==> src/rtl/coll_pkg.sv <==
// rtl/coll_pkg.sv - shared state encoding and width defaults for the proximity alarm
package coll_pkg;

  localparam int DATA_W_DEF = 64;

  typedef enum logic [1:0] {
    IDLE   = 2'd0,
    ARMING = 2'd1,
    ALARM  = 2'd2
  } state_t;

endpackage

==> src/rtl/coll_abs_cmp.sv <==
// rtl/coll_abs_cmp.sv - magnitude of a subtractor result and threshold compare
module coll_abs_cmp #(
  parameter int DATA_W = 64
) (
  input  logic [DATA_W-1:0] diff,
  input  logic              borrow,
  input  logic [DATA_W-1:0] thr,
  output logic [DATA_W-1:0] abs_val,
  output logic              near
);

  // A borrow with a zero difference negates to zero, which is the intended magnitude.
  always_comb begin
    abs_val = borrow ? (~diff + DATA_W'(1)) : diff;
    near    = (abs_val <= thr);
  end

endmodule

==> src/rtl/coll_proximity_fsm.sv <==
// rtl/coll_proximity_fsm.sv - registered proximity check with consecutive-hit alarm
// Optional total-hit counter enabled by COLL_HIT_COUNT_EN.
module coll_proximity_fsm
  import coll_pkg::*;
#(
  parameter int DATA_W = DATA_W_DEF,
  parameter int HIT_N  = 3,
  parameter int CNT_W  = 16
) (
  input  logic              clk,
  input  logic              rst_n,
  input  logic              in_valid,
  output logic              in_ready,
  input  logic [DATA_W-1:0] in_diff,
  input  logic              in_borrow,
  input  logic [DATA_W-1:0] thr,
  input  logic              clear,
  output logic              out_valid,
  input  logic              out_ready,
  output logic [DATA_W-1:0] out_abs,
  output logic              out_near,
  output logic              alarm
`ifdef COLL_HIT_COUNT_EN
  ,
  output logic [CNT_W-1:0]  hit_count
`endif
);

  localparam logic [7:0] HIT_MAX = 8'(HIT_N);

  if (HIT_N < 1 || HIT_N > 255) begin : g_bad_hit_n
    $error("HIT_N must be in 1..255");
  end
  if (CNT_W < 1) begin : g_bad_cnt_w
    $error("CNT_W must be at least 1");
  end

  logic [DATA_W-1:0] abs_val;
  logic              near;
  logic              accept;
  state_t            state, state_nxt;
  logic [7:0]        run, run_nxt;

  coll_abs_cmp #(.DATA_W(DATA_W)) u_abs_cmp (
    .diff    (in_diff),
    .borrow  (in_borrow),
    .thr     (thr),
    .abs_val (abs_val),
    .near    (near)
  );

  assign in_ready = ~clear & (~out_valid | out_ready);
  assign accept   = in_valid & in_ready;

  always_ff @(posedge clk or negedge rst_n) begin
    if (!rst_n) begin
      state <= IDLE;
      run   <= 8'd0;
      alarm <= 1'b0;
    end else begin
      state <= state_nxt;
      run   <= run_nxt;
      alarm <= (state_nxt == ALARM);
    end
  end

  // Run advances only on accepted samples; a single far sample drops back to IDLE.
  always_comb begin
    state_nxt = state;
    run_nxt   = run;
    if (clear) begin
      state_nxt = IDLE;
      run_nxt   = 8'd0;
    end else if (accept) begin
      if (near) begin
        run_nxt   = (run >= HIT_MAX) ? HIT_MAX : run + 8'd1;
        state_nxt = (run_nxt >= HIT_MAX) ? ALARM : ARMING;
      end else begin
        run_nxt   = 8'd0;
        state_nxt = IDLE;
      end
    end
  end

  always_ff @(posedge clk or negedge rst_n) begin
    if (!rst_n) begin
      out_valid <= 1'b0;
      out_abs   <= '0;
      out_near  <= 1'b0;
    end else if (clear) begin
      out_valid <= 1'b0;
    end else if (accept) begin
      out_valid <= 1'b1;
      out_abs   <= abs_val;
      out_near  <= near;
    end else if (out_ready) begin
      out_valid <= 1'b0;
    end
  end

`ifdef COLL_HIT_COUNT_EN
  // Lifetime statistic: survives clear, only reset zeroes it.
  always_ff @(posedge clk or negedge rst_n) begin
    if (!rst_n) begin
      hit_count <= '0;
    end else if (accept && near && (hit_count != {CNT_W{1'b1}})) begin
      hit_count <= hit_count + CNT_W'(1);
    end
  end
`endif

endmodule

==> config.mk <==
export PLATFORM = sky130hd
export DESIGN_NAME = coll_proximity_fsm
export DESIGN_NICKNAME = d
export VERILOG_FILES = /design/src/rtl/coll_pkg.sv /design/src/rtl/coll_abs_cmp.sv /design/src/rtl/coll_proximity_fsm.sv
export SDC_FILE = /design/constraint.sdc
export NUM_CORES = 1
export LEC_CHECK = 0
export CORE_ASPECT_RATIO = 0.7
export CORE_MARGIN = 2
export CORE_UTILIZATION = 42
export DETAILED_ROUTE_END_ITERATION = 12
export PLACE_DENSITY_LB_ADDON = 0.1
export SLEW_MARGIN = 5
export SYNTH_ARGS = -nofsm -noshare
export SYNTH_HDL_FRONTEND = slang
export SYNTH_SLANG_ARGS = --single-unit
==> constraint.sdc <==
create_clock -name clk -period 1.88 [get_ports clk]
set_input_delay 0.282 -clock clk [delete_from_list [all_inputs] [get_ports clk]]
set_output_delay 0.282 -clock clk [all_outputs]
set_load 0.01 [all_outputs]
After elaboration in Yosys (flattened, before gate mapping)
Cells that the tools add are included.
{"block": "op_classes", "reduce_logical": 3, "n_eq_ne": 1, "add_sub_neg": 2, "n_bitwise": 6, "n_mux": 12, "order_cmp": 3}
{"cell": "adder 64 x 1 -> 64 bit (second input constant)", "n": 1}
{"cell": "less-or-equal comparator 64 bit", "n": 1}
{"cell": "2-to-1 mux 64 bit", "n": 1}
{"cell": "inverter 64 bit", "n": 1}
{"cell": "2-to-1 mux 8 bit", "n": 4}
{"cell": "greater-or-equal comparator 8 x 2 -> 1 bit (second input constant)", "n": 2}
{"cell": "adder 8 x 1 -> 8 bit (second input constant)", "n": 1}
{"cell": "2-to-1 mux 2 bit", "n": 4}
{"cell": "2-to-1 mux 1 bit", "n": 3}
{"cell": "nonzero test 3 bit", "n": 1}
{"cell": "bitwise AND 1 bit", "n": 2}
{"cell": "== test 2 bit (second input constant)", "n": 1}
{"cell": "inverter 1 bit", "n": 2}
{"cell": "AND reduction 2 bit", "n": 1}
{"cell": "nonzero test 2 bit", "n": 1}
{"cell": "OR 1 bit", "n": 1}
{"block": "totals", "in_bits": 134, "output_inout_bits": 68, "regBits": 77, "word_cells": 33}

Longest topological paths before layout
Gate-level depths: netlist (run 1).
{"block": "depth", "depth_word": 8, "ltp_mapped": 15, "ltp_nobuf": 14}

Modules after synthesis
Synthesis (run 1) repeated with hierarchy kept, for this count alone.
{"block": "hier_totals", "hier_cells": 598, "area_unflattened_um2": 5835.6}
{"module": "coll_abs_cmp", "cells_per_inst": 419, "n_inst": 1, "seq_area_each_um2": 0.0, "area_per_inst_um2": 2935.3}
{"module": "coll_proximity_fsm", "cells_per_inst": 179, "n_inst": 1, "seq_area_each_um2": 1926.8, "area_per_inst_um2": 2900.3}

Least setup slack after synthesis (run 1)
Ideal clock, no wire load.
{"block": "synth_path", "kind": "input to register", "startpoint": "input port in_diff[50]", "endpoint": "register out_near", "n_path_buf": 1, "path_stages": 13, "arrival_time_ps": 4090, "setup_ps": 141, "slack_ps": -2351, "required_time_ps": 1739, "cell_sequence": "or4_1 > or4b_4 > or4_4 > buf_6 > o311a_1 > or3_1 > ha_1 > nand4_1 > nor4_1 > and2_1 > o311ai_0 > nand4_1 > a31oi_1"}
{"block": "synth_via", "elab_chain_cells": 4}
{"element": "start, declared", "line": "coll_proximity_fsm.sv:14", "rtl": "input logic [DATA_W-1:0] in_diff,"}
{"element": "inverter 64 bit", "line": "coll_abs_cmp.sv:14", "rtl": "abs_val = borrow ? (~diff + DATA_W'(1)) : diff;"}
{"element": "adder 64 x 1 -> 64 bit", "line": "coll_abs_cmp.sv:14"}
{"element": "2-to-1 mux 64 bit", "line": "coll_abs_cmp.sv:14"}
{"element": "net abs_val[62]", "line": "coll_proximity_fsm.sv:38", "rtl": "logic [DATA_W-1:0] abs_val;"}
{"element": "less-or-equal comparator 64 bit", "line": "coll_abs_cmp.sv:15", "rtl": "near = (abs_val <= thr);"}
{"element": "end signal, assigned", "line": "coll_proximity_fsm.sv:95", "rtl": "out_near <= near;"}
{"element": "end, declared", "line": "coll_proximity_fsm.sv:21", "rtl": "output logic out_near,"}
The timed path passes the listed nets, and every way through them passes these cells.
A chain may end at the register's enable or synchronous reset.

Worst setup path in the final report (run 1)
Same ends and word-level chain as after synthesis.

==> impl_results.md, run 1 <==
- Result of the run: complete, but fails checks
- Failing checks: negative setup slack
- Largest net degree at the start of global routing: 39
- Antenna violations before repair: 2
- Critical path class: in -> reg
- Design Power: 7.39 mW
- Hpwl dp: 18.5 mm
- Register area share after synthesis: 0.324
- Pleak: 5.69 nW
- Critical path's largest stage delay: approximately 0.57 ns
- Nets: 1286
- Critical path, cell by cell: buf_6, or4_4, or4b_4, or4_4, o311a_1, or3_4, ha_4, a21oi_2, nand2_1, a221o_1, nor3_2, nand4_1, buf_6, a31oi_1
- Slowest stage cell, crit path: or4_4
- Gr usage total: 0.350
- Worst-path clk slew: 0.08 ns
- Post-synth EDFFs: 0
- Worst setup margin: -2.12 ns
- Mapped Nets: 843
- Tcrit/Tclk final: 2.13
- Synth Flop Type: dfrtp_1
- Reg-to-reg endpoint: run[1]
- Core region area: roughly 14000 sq um
- Cells after Synth: 643
- Ys Warns: 0
- RSZ-0062 raised after global routing: yes
- Worst R2R Start: run[0]
- Clock sinks: 77
- DR pass1 iterations: 5
- Max VDD drop: 0.000590 V
- Number of port buffers: 201
- Reg2reg path depth: 7
- Post-synth top area share: 0.324
- Least-Margin Pin Slew: 0.873 ns
- Max Freq: 0.250 GHz
- DIE HEIGHT: 104 microns
- WL/cell: 23.7 microns
- CP top delay family: simple AND/OR/NAND/NOR gates
- Number of synthesized register bits: 77
- Synth cell types: between 40 and 50
- Post-Syn Area: 5950 sq um
- Final Slew Violations: 0
- Layout cells sized above 1: 0.461
- IO Pins: 202
- Top-count cell post-synth: dfrtp_1
- Worst reg-to-reg setup slack: -0.17 ns
- Post-route cell area: approximately 12000 sq um
- Clock tree buffer depth: 2
- Top cells by count, synth: dfrtp_1, inv_1, ha_1, xnor2_1, mux2_2
- Worst Setup Start Kind: input port
- Min Tclk post-route: about 4 ns
- Post-synth top area cell: dfrtp_1
- Final Setup Violations: 59
- Worst min path class: in -> async
- Vias per std cell: around 5.9
- Avg Cell Area, Syn: 9.25 sq um
- Vias in the first global route: about 7500
- Total gr overflow: 0
- Critical path peak fanout: 6
- Clk_lat worst skew: 0.35 ns
- Num rows: 36
- Starting Density: 0.429
- Total number of vias: 7502
- Max cap viols: 0
- First-pass GRT wire length: 41.4 mm
- Setup crit start: in_diff[50]
- Crit path buf inv count: 2
- Die area: 15100 sq um
- CTS Buf Count: 9
- Synth area leaders: dfrtp_1, ha_1, mux2_2
- Pwr/cell area: 614 nW/um^2
- Antenna-violating nets left: 0
- H-tree Lvls: 3
- Clock root buffer: clkbuf_16
- Die width: 146 microns
- Req. time, crit path: 2.15 ns
- Final Hold Viols: 0
- Drc violations: 0
- Area post-placement: 10000 sq um
- Async S/R FF share, synth: 1.00
- Routability congestion estimate: 0.945
- Routed WL: 30.4 mm
- Critical path arrival: 4.27 ns
- CTS tree: done
- Fin util: 0.868
- DP Worst Slack: -2.88 ns
- Initial DRC Count: 690
- Worst clock skew: 0.00863 ns
- CP Capture Type: flop
- Slew headroom: 0.418
- Area growth syn-to-layout: 103%
==> flip-flops by register name, summed over array words and instances, names as in the netlist <==
| signal | flops |
|---|---|
| out_abs | 64 |
| run | 8 |
| state | 2 |
| alarm | 1 |
| out_near | 1 |
| out_valid | 1 |
==> how the worst max path moves through the flow <==
stage,end,cells past startpoint,slack [ns]
6_report,out_near,14,-2.12
5_1_grt,out_near,14,-2.22
4_1_cts,out_near,15,-2.02
3_5_place_dp,state[1],14,-2.88
3_3_place_gp,out_near,13,-2.62
2_1_floorplan,out_near,12,-2.06
==> kinds of logic (layout without fill, tap and decap cells) <==
group	after synthesis	in the layout	synth area share
adder cells (fa/ha/maj)	66	66	0.139
other	0	1	0
XOR/XNOR	60	60	0.0883
flip-flops	77	77	0.324
buffers and inverters	89	537	0.0574
AND/OR/NAND/NOR	181	181	0.162
multiplexers	52	52	0.0991
AO/OA/AOI/OAI	118	118	0.130
==> power breakdown <==
part           internal (mW)  switching [mW]
sequential              1.96           0.205
clock                   1.05           0.863
combinational           1.89            1.42
total                   4.90            2.49
==> cell usage in the layout, fill, tap and decap left out, types with 5 or more instances in the layout <==
| master | count |
|---|---|
| buf_4 | 197 |
| clkdlybuf4s50_1 | 160 |
| dfrtp_1 | 77 |
| inv_1 | 68 |
| ha_1 | 64 |
| buf_6 | 54 |
| mux2_4 | 46 |
| nand2_1 | 39 |
| xnor2_2 | 38 |
| nor2_1 | 29 |
| a21oi_1 | 29 |
| nand4_1 | 20 |
| o31ai_4 | 15 |
| o21ai_4 | 13 |
| buf_2 | 13 |
| xnor2_1 | 12 |
| nand3_1 | 12 |
| o41ai_4 | 11 |
| or4_4 | 9 |
| clkbuf_16 | 9 |
| o21ai_0 | 8 |
| nand2_4 | 7 |
| a21o_1 | 7 |
| buf_12 | 7 |
| nand2b_1 | 6 |
| and2_1 | 6 |
| mux2_2 | 6 |
| clkbuf_2 | 6 |
| or3_4 | 5 |
| or3_1 | 5 |
| o21ai_1 | 5 |
| buf_8 | 5 |
| clkdlybuf4s15_1 | 5 |
==> cell type report <==
cell class                 instances  area [sq um]
antenna                            1          2.50
clock buffer                       9           225
clock inverter                     7          80.1
fill                             638          1830
inverter                          70           280
multi-input combinational        477          5200
sequential                        77          1930
tap                              190           238
timing repair buffer             451          4090
==> through the flow <==
step	setup TNS, ns	hold slack (ns)	instances
global placement	-77.93	0.190	1216
global route	-40.14	0.417	1282
floorplan	-36.10	-0.0136	643
CTS	-33.00	0.374	1265
detailed placement	-80.85	0.198	1216
finish	-37.86	0.389	1282
==> routing by layer <==
metal  track usage  routed length [microns]  up-vias
met3        0.0744                     2740      144
li1              -                        -     3200
met1         0.477                    12300     3643
met2         0.562                    13700      513
met5             0                       14        -
met4         0.104                     1610        2
==> repair_timing <==
action,4_1_cts,5_1_grt
setup buffers,49,35
pin swaps,107,65
hold buffers,1,0
endpoints found under the hold margin,20,0
resized for setup,314,96
gates cloned,1,0
endpoints found under the setup margin,64,63
No activity file was read; power rests on OpenSTA's default activity.
==> run 2, diff against run 1 <==
--- a/config.mk
+++ b/config.mk
@@ -9,6 +9,7 @@
 export CORE_MARGIN = 2
 export CORE_UTILIZATION = 42
 export DETAILED_ROUTE_END_ITERATION = 12
+export HOLD_SLACK_MARGIN = 0.1
 export PLACE_DENSITY_LB_ADDON = 0.1
 export SLEW_MARGIN = 5
 export SYNTH_ARGS = -nofsm -noshare
==> results of run 2 <==
Same layout as run 1: the final DEF is identical, and so are final timing and power.
